[src/rtl/uart_srv_pkg.sv]
// Shared types and constants for the UART instruction server.
package uart_srv_pkg;

  typedef enum logic [1:0] {
    RX_WORD,
    LOOKUP,
    CAPTURE,
    TX_WORD
  } srv_state_e;

  typedef enum logic [1:0] {
    RX_IDLE,
    RX_START,
    RX_DATA,
    RX_STOP
  } rx_state_e;

  localparam int BYTES_PER_WORD       = 4;
  localparam int BITS_PER_FRAME       = 10;
  localparam int DEFAULT_BAUD_DIV     = 163;
  localparam int DEFAULT_TIMEOUT_BITS = 32;

endpackage

[src/rtl/uart_srv_byte_rx.sv]
// 8N1 byte receiver: rx synchronizer, start validation, mid-bit sampling, stop check.
module uart_srv_byte_rx
  import uart_srv_pkg::*;
#(
  parameter int BAUD_DIV = DEFAULT_BAUD_DIV
) (
  input  logic       clk,
  input  logic       reset,
  input  logic       rx_i,
  input  logic       en_i,
  output logic [7:0] byte_o,
  output logic       valid_o,
  output logic       err_o,
  output logic       start_edge_o,
  output logic       active_o
);

  logic        rx_meta_q, rx_sync_q, rx_prev_q;
  rx_state_e   state_q;
  logic [15:0] baud_q;
  logic [2:0]  bit_q;
  logic [7:0]  shift_q;
  logic        valid_q, err_q;

  assign start_edge_o = rx_prev_q & ~rx_sync_q;
  assign active_o     = (state_q != RX_IDLE);
  assign byte_o       = shift_q;
  assign valid_o      = valid_q;
  assign err_o        = err_q;

  always_ff @(posedge clk or posedge reset) begin
    if (reset) begin
      rx_meta_q <= 1'b1;
      rx_sync_q <= 1'b1;
      rx_prev_q <= 1'b1;
      state_q   <= RX_IDLE;
      baud_q    <= '0;
      bit_q     <= '0;
      shift_q   <= '0;
      valid_q   <= 1'b0;
      err_q     <= 1'b0;
    end else begin
      rx_meta_q <= rx_i;
      rx_sync_q <= rx_meta_q;
      rx_prev_q <= rx_sync_q;
      valid_q   <= 1'b0;
      err_q     <= 1'b0;
      case (state_q)
        RX_IDLE: begin
          if (en_i && start_edge_o) begin
            state_q <= RX_START;
            baud_q  <= 16'(BAUD_DIV / 2 - 1);
          end
        end
        RX_START: begin
          if (baud_q != 0) begin
            baud_q <= baud_q - 16'd1;
          end else if (rx_sync_q) begin
            // Line went back high at mid-start: a glitch, drop it silently.
            state_q <= RX_IDLE;
          end else begin
            state_q <= RX_DATA;
            baud_q  <= 16'(BAUD_DIV - 1);
            bit_q   <= '0;
          end
        end
        RX_DATA: begin
          if (baud_q != 0) begin
            baud_q <= baud_q - 16'd1;
          end else begin
            shift_q <= {rx_sync_q, shift_q[7:1]};
            baud_q  <= 16'(BAUD_DIV - 1);
            if (bit_q == 3'd7) state_q <= RX_STOP;
            else               bit_q   <= bit_q + 3'd1;
          end
        end
        RX_STOP: begin
          if (baud_q != 0) begin
            baud_q <= baud_q - 16'd1;
          end else begin
            state_q <= RX_IDLE;
            if (rx_sync_q) valid_q <= 1'b1;
            else           err_q   <= 1'b1;
          end
        end
        default: state_q <= RX_IDLE;
      endcase
    end
  end

endmodule

[src/rtl/uart_instr_server.sv]
// Receives a 32-bit address over UART, reads instruction memory, returns the word.
module uart_instr_server
  import uart_srv_pkg::*;
#(
  parameter int BAUD_DIV     = DEFAULT_BAUD_DIV,
  parameter int TIMEOUT_BITS = DEFAULT_TIMEOUT_BITS
) (
  input  logic        clk,
  input  logic        reset,
  input  logic        rx,
  output logic        tx,
  output logic        mem_rd,
  output logic [31:0] mem_addr,
  input  logic [31:0] mem_rdata,
  output logic        busy,
  output logic        frame_err,
  output logic        rx_overrun
);

  localparam logic [31:0] GAP_LIMIT = 32'(TIMEOUT_BITS * BAUD_DIV);

  srv_state_e  state_q;
  logic [1:0]  byte_cnt_q;
  logic [23:0] word_q;
  logic [31:0] gap_q;
  logic [31:0] tx_data_q;
  logic [3:0]  tx_bit_q;
  logic [1:0]  tx_byte_q;
  logic [15:0] tx_baud_q;
  logic        tx_q, busy_q, mem_rd_q, frame_err_q, rx_overrun_q;
  logic [31:0] mem_addr_q;

  logic [7:0]  rx_byte;
  logic        rx_valid, rx_err, rx_start_edge, rx_active;

  uart_srv_byte_rx #(.BAUD_DIV(BAUD_DIV)) u_rx (
    .clk          (clk),
    .reset        (reset),
    .rx_i         (rx),
    .en_i         (~busy_q),
    .byte_o       (rx_byte),
    .valid_o      (rx_valid),
    .err_o        (rx_err),
    .start_edge_o (rx_start_edge),
    .active_o     (rx_active)
  );

  assign tx         = tx_q;
  assign busy       = busy_q;
  assign mem_rd     = mem_rd_q;
  assign mem_addr   = mem_addr_q;
  assign frame_err  = frame_err_q;
  assign rx_overrun = rx_overrun_q;

  always_ff @(posedge clk or posedge reset) begin
    if (reset) begin
      state_q      <= RX_WORD;
      byte_cnt_q   <= '0;
      word_q       <= '0;
      gap_q        <= '0;
      tx_data_q    <= '0;
      tx_bit_q     <= '0;
      tx_byte_q    <= '0;
      tx_baud_q    <= '0;
      tx_q         <= 1'b1;
      busy_q       <= 1'b0;
      mem_rd_q     <= 1'b0;
      mem_addr_q   <= '0;
      frame_err_q  <= 1'b0;
      rx_overrun_q <= 1'b0;
    end else begin
      mem_rd_q     <= 1'b0;
      frame_err_q  <= 1'b0;
      rx_overrun_q <= busy_q & rx_start_edge;
      case (state_q)
        RX_WORD: begin
          if (rx_err) begin
            frame_err_q <= 1'b1;
            byte_cnt_q  <= '0;
            gap_q       <= '0;
          end else if (rx_valid) begin
            gap_q <= '0;
            if (byte_cnt_q == 2'(BYTES_PER_WORD - 1)) begin
              state_q    <= LOOKUP;
              busy_q     <= 1'b1;
              mem_rd_q   <= 1'b1;
              mem_addr_q <= {rx_byte, word_q};
              byte_cnt_q <= '0;
            end else begin
              word_q[{byte_cnt_q, 3'b000} +: 8] <= rx_byte;
              byte_cnt_q <= byte_cnt_q + 2'd1;
            end
          end else if (byte_cnt_q != 0 && !rx_active) begin
            // Idle gap inside a word; too long means the CPU gave up mid-word.
            if (gap_q == GAP_LIMIT) begin
              frame_err_q <= 1'b1;
              byte_cnt_q  <= '0;
              gap_q       <= '0;
            end else begin
              gap_q <= gap_q + 32'd1;
            end
          end
        end
        LOOKUP: state_q <= CAPTURE;
        CAPTURE: begin
          tx_data_q <= mem_rdata;
          tx_q      <= 1'b0;
          tx_bit_q  <= '0;
          tx_byte_q <= '0;
          tx_baud_q <= 16'(BAUD_DIV - 1);
          state_q   <= TX_WORD;
        end
        TX_WORD: begin
          if (tx_baud_q != 0) begin
            tx_baud_q <= tx_baud_q - 16'd1;
          end else begin
            tx_baud_q <= 16'(BAUD_DIV - 1);
            if (tx_bit_q == 4'(BITS_PER_FRAME - 1)) begin
              if (tx_byte_q == 2'(BYTES_PER_WORD - 1)) begin
                state_q    <= RX_WORD;
                busy_q     <= 1'b0;
                tx_q       <= 1'b1;
                gap_q      <= '0;
                byte_cnt_q <= '0;
              end else begin
                tx_byte_q <= tx_byte_q + 2'd1;
                tx_bit_q  <= '0;
                tx_q      <= 1'b0;
                tx_data_q <= {8'h00, tx_data_q[31:8]};
              end
            end else begin
              tx_bit_q <= tx_bit_q + 4'd1;
              tx_q     <= (tx_bit_q == 4'd8) ? 1'b1 : tx_data_q[tx_bit_q[2:0]];
            end
          end
        end
        default: state_q <= RX_WORD;
      endcase
    end
  end

endmodule
[config.mk]
export PLATFORM = sky130hd
export DESIGN_NAME = uart_instr_server
export DESIGN_NICKNAME = d
export VERILOG_FILES = /design/src/rtl/uart_srv_pkg.sv /design/src/rtl/uart_srv_byte_rx.sv /design/src/rtl/uart_instr_server.sv
export SDC_FILE = /design/constraint.sdc
export NUM_CORES = 1
export LEC_CHECK = 0
export BUFFER_PORTS_ARGS = -buffer_cell sky130_fd_sc_hd__buf_2
export CAP_MARGIN = 20
export CORE_MARGIN = 2
export CORE_UTILIZATION = 45
export DETAILED_ROUTE_END_ITERATION = 10
export PLACE_DENSITY = 0.67
export SLEW_MARGIN = 10
export SYNTH_ARGS = -nofsm -noshare
export SYNTH_HDL_FRONTEND = slang
export SYNTH_SLANG_ARGS = --single-unit
[constraint.sdc]
create_clock -name clk -period 6.5 [get_ports clk]
set_input_delay 0.325 -clock clk [delete_from_list [all_inputs] [get_ports clk]]
set_output_delay 0.325 -clock clk [all_outputs]
set_load 0.03 [all_outputs]
==> flow_metrics.py, run 1 <==
metrics = {
    "detailed_routing": {
        "wl_per_cell_um": 15.4,
        "routed_wl_um": 19900,
        "ant_nets": 0,
        "wl_met2_um": 9350,
        "vias": 7243,
        "wl_met3_um": 544,
        "drt_iter0_drc": 421,
        "drcViolationCount": 0,
        "vias_per_cell": 5.61,
        "firstDrtPassIters": 4,
        "met1_length_um": 9800,
        "dr.max_layer_used": "met4",
    },
    "global_route": {
        "first_global_vias": 7006,
        "grt_use_total": 0.192,
        "grt_max_degree": 72,
        "grt_pass1_wl_um": 34500,
        "gr-total-overflow": 0,
        "antenna_found_initial": 0,
    },
    "flow_run": {
        "drv_cap": 0,
    },
    "sta": {
        "max_freq_mhz": 330,
        "fin_crit_sh": 0.466,
        "tightest_slew_ns": 1.16,
        "timing.hold.ws_ns": 0.155,
        "fin_crit_ns": 3.03,
        "skew_ns": 0.0122,
        "maxSlewViolCount": 0,
        "hold_violations": 0,
        "rsz0062_at_grt": "no",
        "fin_setup_tns_ns": 0,
        "slew_headroom": 0.226,
        "final-setup-viol-count": 0,
    },
    "critical_path": {
        "crit_type": "flop to flop",
        "path_buf_inv": 3,
        "crit_chain": "ha_2 > buf_4 > or2_0 > nand3_1 > buf_4 > nand2b_1 > buf_4 > a21o_1",
        "slowest_stage": "buf_4",
        "start_kind": "flop",
        "worstPathRequired_ns": 6.82,
        "worstPathArrival_ns": 3.35,
        "worstSetupEndpointType": "flop",
        "cpLargestDelayFamily": "buffers and inverters",
        "cp_common_cell": "buf_4",
        "r2r_setup_slack_ns": 3.47,
        "crit_path_max_fanout": 43,
        "slowest_delay_ns": 0.49,
    },
    "power": {
        "switchingPower_uw": 909,
        "finalPower_uw": 2890,
        "combPwrFrac": 0.189,
        "switching_share": 0.315,
        "pwr-share-seq": 0.447,
        "ir_worst_vdd_mv": 0.190,
        "p_int_uw": 1980,
        "p_leak_uw": 0.00473,
        "power_frac_clock": 0.363,
        "power_density_mw_per_mm2": 278,
    },
    "die": {
        "num_rows": 52,
        "core-area_mm2": 0.0202,
        "die_w_um": 147,
        "ioPinCount": 72,
        "die_height_um": 147,
        "start_util": 0.456,
        "die_area_mm2": 0.0216,
    },
    "cells_and_area": {
        "final_cell_mix": "nand2_1, dfrtp_1, o21ai_0, buf_2, a21oi_1",
        "area_growth_pct": 13.0,
        "final_util": 0.516,
        "nets": 1067,
        "antenna_cells": 0,
        "nFillCells": 1903,
        "drive_above_1_share": 0.154,
    },
    "cts": {
        "clock-root-buffer": "clkbuf_16",
        "cts.path.max_buffers": 2,
        "cts_buffers": 17,
        "path_clk_slew_ns": 0.08,
        "clock_latency_ns": 0.44,
        "htreeDepth": 4,
        "cts_tree": "built",
        "clock_sink_count": 185,
        "cts_setup_buffers": 0,
        "cts.repair.resized": 0,
        "cts_hold_repair.buffers": 2,
    },
    "yosys": {
        "synth_cells": 949,
        "synth_top_flop_cell": "dfrtp_1",
        "yosys_warnings": 0,
        "ys_seq_area_frac": 0.504,
        "yosysUniqueCellTypes": 68,
        "syn_area_mm2": 0.00920,
        "avgSynthCellArea_um2": 9.70,
        "yosys_register_bits": 185,
        "async_flop_share": 1.00,
        "syn_nets": 1009,
        "synth_edf_count": 0,
    },
    "worst_hold_path": {
        "hold_class": "input pin to flop",
    },
    "placement": {
        "place_hpwl_um": 13200,
        "gp_congestion": 0.820,
        "io_buffers": 71,
    },
    "outcome": {
        "status": "finished, final reports clean",
    },
}
## worst min-delay path, stage by stage
cell     delay [ns]
buf_2          0.07
mux2i_1        0.05
o21ai_1        0.10
## stage by stage
step	worst slack, ns	area [µm²]	cells
finish	3.47	10400	1290
global route	3.21	10400	1290
global placement	3.56	9780	1255
floorplan	1.15	9200	949
CTS	3.46	10400	1289
detailed placement	3.49	9780	1255
## power by group through the flow
stage / combinational (µW) / sequential, µW / clock [µW]
final: 546 / 1290 / 1050
after global routing: 621 / 1300 / 1130
after CTS: 551 / 1290 / 1080
after detailed placement: 549 / 1310 / 0
after global placement: 532 / 1310 / 0
after floorplan: 432 / 1290 / 0
## cells in the mapped netlist (all sizes together) (6+ instances only)
master | number | area, µm²
dfrtp | 181 | 4530
a211o | 6 | 53.8
or3 | 15 | 96.3
nor3 | 14 | 85.1
nand4 | 23 | 150
nand3 | 23 | 120
nor3b | 17 | 128
buf | 23 | 124
inv | 27 | 101
a21oi | 46 | 241
a21o | 20 | 150
or4 | 20 | 154
o31ai | 20 | 150
nor2 | 25 | 93.8
mux2i | 28 | 280
mux2 | 11 | 124
a22o | 11 | 96.3
o21ai | 118 | 594
ha | 25 | 313
nand2 | 182 | 686
and3 | 7 | 45.1
clkbuf | 21 | 78.8
nor4 | 21 | 174
## state kept, by name, summed over array words and instances (netlist names), 2 cells and up, named ones only
signal,cells
byte_cnt_q,2
gap_q,32
mem_addr,32
state_q,2
tx_baud_q,16
tx_bit_q,4
tx_byte_q,2
tx_data_q,32
u_rx.baud_q,16
u_rx.bit_q,3
u_rx.byte_o,8
word_q,24
## logic make-up after synthesis
group,synth area share
buffers and inverters,0.0334
adder cells (fa/ha/maj),0.0340
multiplexers,0.0488
XOR/XNOR,0.000952
AO/OA/AOI/OAI,0.168
AND/OR/NAND/NOR,0.212
flip-flops,0.504
## cell type report
class / count / area (µm²) / share of cell area
Sequential cell: 185 / 4630 / 0.446
Multi-Input combinational cell: 692 / 4270 / 0.411
Timing Repair Buffer: 83 / 448 / 0.0431
Clock buffer: 17 / 425 / 0.0409
Tap cell: 270 / 338 / 0.0325
Clock inverter: 15 / 171 / 0.0165
Inverter: 28 / 110 / 0.0106
## worst paths after layout
kind / start / endpoint / cells after the start
setup / recovery: state_q[1]$_DFFE_PP0P_ / tx_byte_q[0]$_DFFE_PP0P_ / 8
hold / removal: mem_rdata[11] / tx_data_q[11]$_DFFE_PP0P_ / 3
setup reg to reg: state_q[1]$_DFFE_PP0P_ / tx_byte_q[0]$_DFFE_PP0P_ / 8
hold reg to reg: u_rx.rx_meta_q$_DFF_PP1_ / u_rx.rx_sync_q$_DFF_PP1_ / 0
max in group asynchronous: reset / word_q[5]$_DFFE_PP0P_ / 4
min in group asynchronous: reset / mem_addr[22]$_DFFE_PP0P_ / 3
## layer usage
metal / track usage / vias to the layer above
li1: - / 3550
met1: 0.273 / 3566
met2: 0.304 / 108
met3: 0.0351 / 19
met4: 0.0567 / 0
met5: 0 / -
No activity file was read; power rests on OpenSTA's default activity.
==> run 2: changes to the inputs <==
--- a/config.mk
+++ b/config.mk
@@ -5,12 +5,13 @@
 export SDC_FILE = /design/constraint.sdc
 export NUM_CORES = 1
 export LEC_CHECK = 0
+export ABC_AREA = 1
 export BUFFER_PORTS_ARGS = -buffer_cell sky130_fd_sc_hd__buf_2
 export CAP_MARGIN = 20
 export CORE_MARGIN = 2
 export CORE_UTILIZATION = 45
 export DETAILED_ROUTE_END_ITERATION = 10
-export PLACE_DENSITY = 0.67
+export PLACE_DENSITY = 0.69
 export SLEW_MARGIN = 10
 export SYNTH_ARGS = -nofsm -noshare
 export SYNTH_HDL_FRONTEND = slang
==> constraint.sdc (replaced) <==
create_clock -name clk -period 2.6 [get_ports clk]
set_input_delay 0.13 -clock clk [delete_from_list [all_inputs] [get_ports clk]]
set_output_delay 0.13 -clock clk [all_outputs]
set_load 0.03 [all_outputs]
==> run 2 against run 1 <==
Effect of this change: utilization grew 0.91 points; routed wire length is 5.4% higher; largest power group unchanged; power rose by 150%; final area is 6.7% higher; sequential share of layout area shrank 2.8 points; synthesized cell count rose by 34%; clock power rose by 130%; register-to-register slack got worse by 3.1 ns; die area increased by 6.1%; critical path depth stayed put.
==> flow_metrics.py, run 2 <==
metrics = {
    "outcome": {
        "status": "finished, final reports clean",
    },
    "cts": {
        "cts_buffers": 17,
        "htreeDepth": 4,
        "cts_tree": "built",
        "clock_latency_ns": 0.44,
        "clock-root-buffer": "clkbuf_16",
        "path_clk_slew_ns": 0.07,
        "cts_hold_repair.buffers": 12,
        "cts_setup_buffers": 0,
        "cts.path.max_buffers": 2,
        "cts.repair.resized": 0,
        "clock_sink_count": 185,
    },
    "critical_path": {
        "worstPathRequired_ns": 2.96,
        "r2r_end": "tx_data_q[31]$_DFFE_PP0P_",
        "reg2regPathDepth": 8,
        "cpLargestDelayFamily": "simple AND/OR/NAND/NOR gates",
        "path_depth": 8,
        "crit_type": "flop to flop",
        "worstSetupEndpointType": "flop",
        "crit_chain": "ha_1 > nor2_1 > inv_2 > nand2_1 > nor2_4 > buf_12 > nand3_1 > o21ai_0",
        "start_kind": "flop",
        "path_buf_inv": 2,
        "r2r_setup_slack_ns": 0.38,
        "timing.rr.start": "state_q[1]$_DFFE_PP0P_",
        "crit_path_max_fanout": 56,
        "slowest_delay_ns": 0.50,
        "slowest_stage": "ha_1",
        "worstPathArrival_ns": 2.58,
    },
    "yosys": {
        "yosys_register_bits": 185,
        "synth_area_leaders": "dfrtp_1, nand2_1, o21ai_0",
        "syn_area_mm2": 0.00978,
        "synth_cells": 1267,
        "ys_seq_area_frac": 0.474,
        "yosysTopAreaCellShare": 0.463,
        "async_flop_share": 1.00,
        "yosys-top-cells-count": "nand2_1, dfrtp_1, inv_1",
        "synth_edf_count": 0,
        "avgSynthCellArea_um2": 7.72,
        "yosysUniqueCellTypes": 38,
        "yosys_warnings": 0,
        "yosys.area.top_type": "dfrtp_1",
        "yosysMostFrequentCell": "nand2_1",
        "synth_top_flop_cell": "dfrtp_1",
        "syn_nets": 1327,
    },
    "sta": {
        "slew_headroom": 0.591,
        "final-setup-viol-count": 0,
        "timing.hold.ws_ns": 0.0138,
        "hold_violations": 0,
        "fin_setup_tns_ns": 0,
        "max_freq_mhz": 450,
        "rsz0062_at_grt": "no",
        "fin_crit_ns": 2.22,
        "maxSlewViolCount": 0,
        "fin_crit_sh": 0.855,
        "skew_ns": 0.00718,
        "tightest_slew_ns": 0.613,
    },
    "detailed_routing": {
        "firstDrtPassIters": 5,
        "drcViolationCount": 0,
        "vias": 8188,
        "drt_iter0_drc": 555,
        "vias_per_cell": 5.00,
        "wl_per_cell_um": 12.8,
        "ant_nets": 0,
        "routed_wl_um": 21000,
    },
    "cells_and_area": {
        "area_growth_pct": 13.5,
        "layout_commonest_cell": "nand2_1",
        "final_cell_mix": "nand2_1, dfrtp_1, inv_1, o21ai_0, nor2_1",
        "nFillCells": 1973,
        "seq_area_mm2": 0.00463,
        "nets": 1408,
        "drive_above_1_share": 0.118,
        "antenna_cells": 0,
        "multi_input_area_mm2": 0.00431,
    },
    "global_route": {
        "antenna_found_initial": 0,
        "grt_max_degree": 116,
        "gr-total-overflow": 0,
        "grt_use_total": 0.196,
        "grt_pass1_wl_um": 36100,
        "first_global_vias": 7752,
    },
    "die": {
        "core-area_mm2": 0.0212,
        "die_height_um": 151,
        "ioPinCount": 72,
        "die_area_mm2": 0.0229,
        "start_util": 0.462,
        "die_w_um": 151,
        "num_rows": 53,
    },
    "flow_run": {
        "drv_cap": 0,
    },
    "power": {
        "ir_worst_vdd_mv": 0.550,
        "power_density_mw_per_mm2": 648,
        "p_leak_uw": 0.00549,
    },
    "worst_hold_path": {
        "min_path_cells": 5,
        "hold_start": "mem_rdata[0]",
        "holdPathEnd": "tx_data_q[0]$_DFFE_PP0P_",
        "hold_class": "input pin to flop",
    },
    "placement": {
        "place_hpwl_um": 14600,
        "io_buffers": 71,
        "gp_congestion": 0.863,
    },
}
-- run 2: cell count changes in the layout (fill, tap and decap cells not counted), moves of 15 or more --
cell / change
o21ai_0: +51
nor4_1: -15
nor3b_1: -17
nor2_1: +104
xor2_1: +22
mux2i_1: -28
inv_1: +141
nand2_1: +147
a21oi_1: -27
or4_1: -19
o31ai_1: -20
nand3_1: +61
a21o_1: -20
-- run 2: area by class of cell --
cell class / instances / area share
inverters: 176 / 0.0601
multi-input cells: 874 / 0.389
clock buffers: 24 / 0.0434
well taps: 275 / 0.0310
repair buffers: 94 / 0.0537
flip-flops and latches: 185 / 0.418
clock inverters: 8 / 0.00564
-- run 2: power by group --
| group | internal [µW] | total (µW) | switching, µW |
|---|---|---|---|
| combinational | 514 | 1580 | 1060 |
| clock | 1310 | 2440 | 1130 |
| sequential | 3030 | 3180 | 146 |
-- run 2: through the flow --
stage	power [µW]	utilization	std cells	setup WS [ns]	area, µm²
after floorplan	4420	-	1267	0.0947	9780
after global routing	7630	0.525	1636	0.0971	11100
final	7200	0.525	1636	0.376	11100
after global placement	4760	0.493	1592	0.488	10400
after CTS	7260	0.525	1636	0.343	11100
after detailed placement	4780	0.493	1592	0.379	10400
-- run 2: how the worst max path moves through the flow --
stage	endpoint	slack, ns	startpoint
detailed placement	tx_data_q[31]$_DFFE_PP0P_	0.38	state_q[1]$_DFFE_PP0P_
finish	tx_data_q[31]$_DFFE_PP0P_	0.38	state_q[1]$_DFFE_PP0P_
CTS	tx_data_q[31]$_DFFE_PP0P_	0.34	state_q[1]$_DFFE_PP0P_
global placement	tx_data_q[28]$_DFFE_PP0P_	0.49	state_q[1]$_DFFE_PP0P_
floorplan	async pin	0.09	reset
global route	tx_data_q[31]$_DFFE_PP0P_	0.1	state_q[1]$_DFFE_PP0P_
-- run 2: cells by family after synthesis --
logic type      Yosys count  share of synthesized area
compound gates          208                      0.115
buf+inv                 208                     0.0856
simple gates            615                      0.270
fa+ha+maj                25                     0.0320
flops                   185                      0.474
xor+xnor                 26                     0.0233
-- run 2: tightest hold or removal path: stages --
cell     delay, ns
buf_2         0.08
nand2_1       0.05
o21ai_0       0.06
nand2_1       0.05
nand2_1       0.05
-- run 2: per-layer routing --
layer / vias to the layer above / GRT usage / routed length [µm]
met5: - / 0 / 0
met4: 0 / 0.0547 / 246
met3: 19 / 0.0407 / 749
met2: 117 / 0.321 / 10100
met1: 3844 / 0.263 / 9870
li1: 4208 / - / -
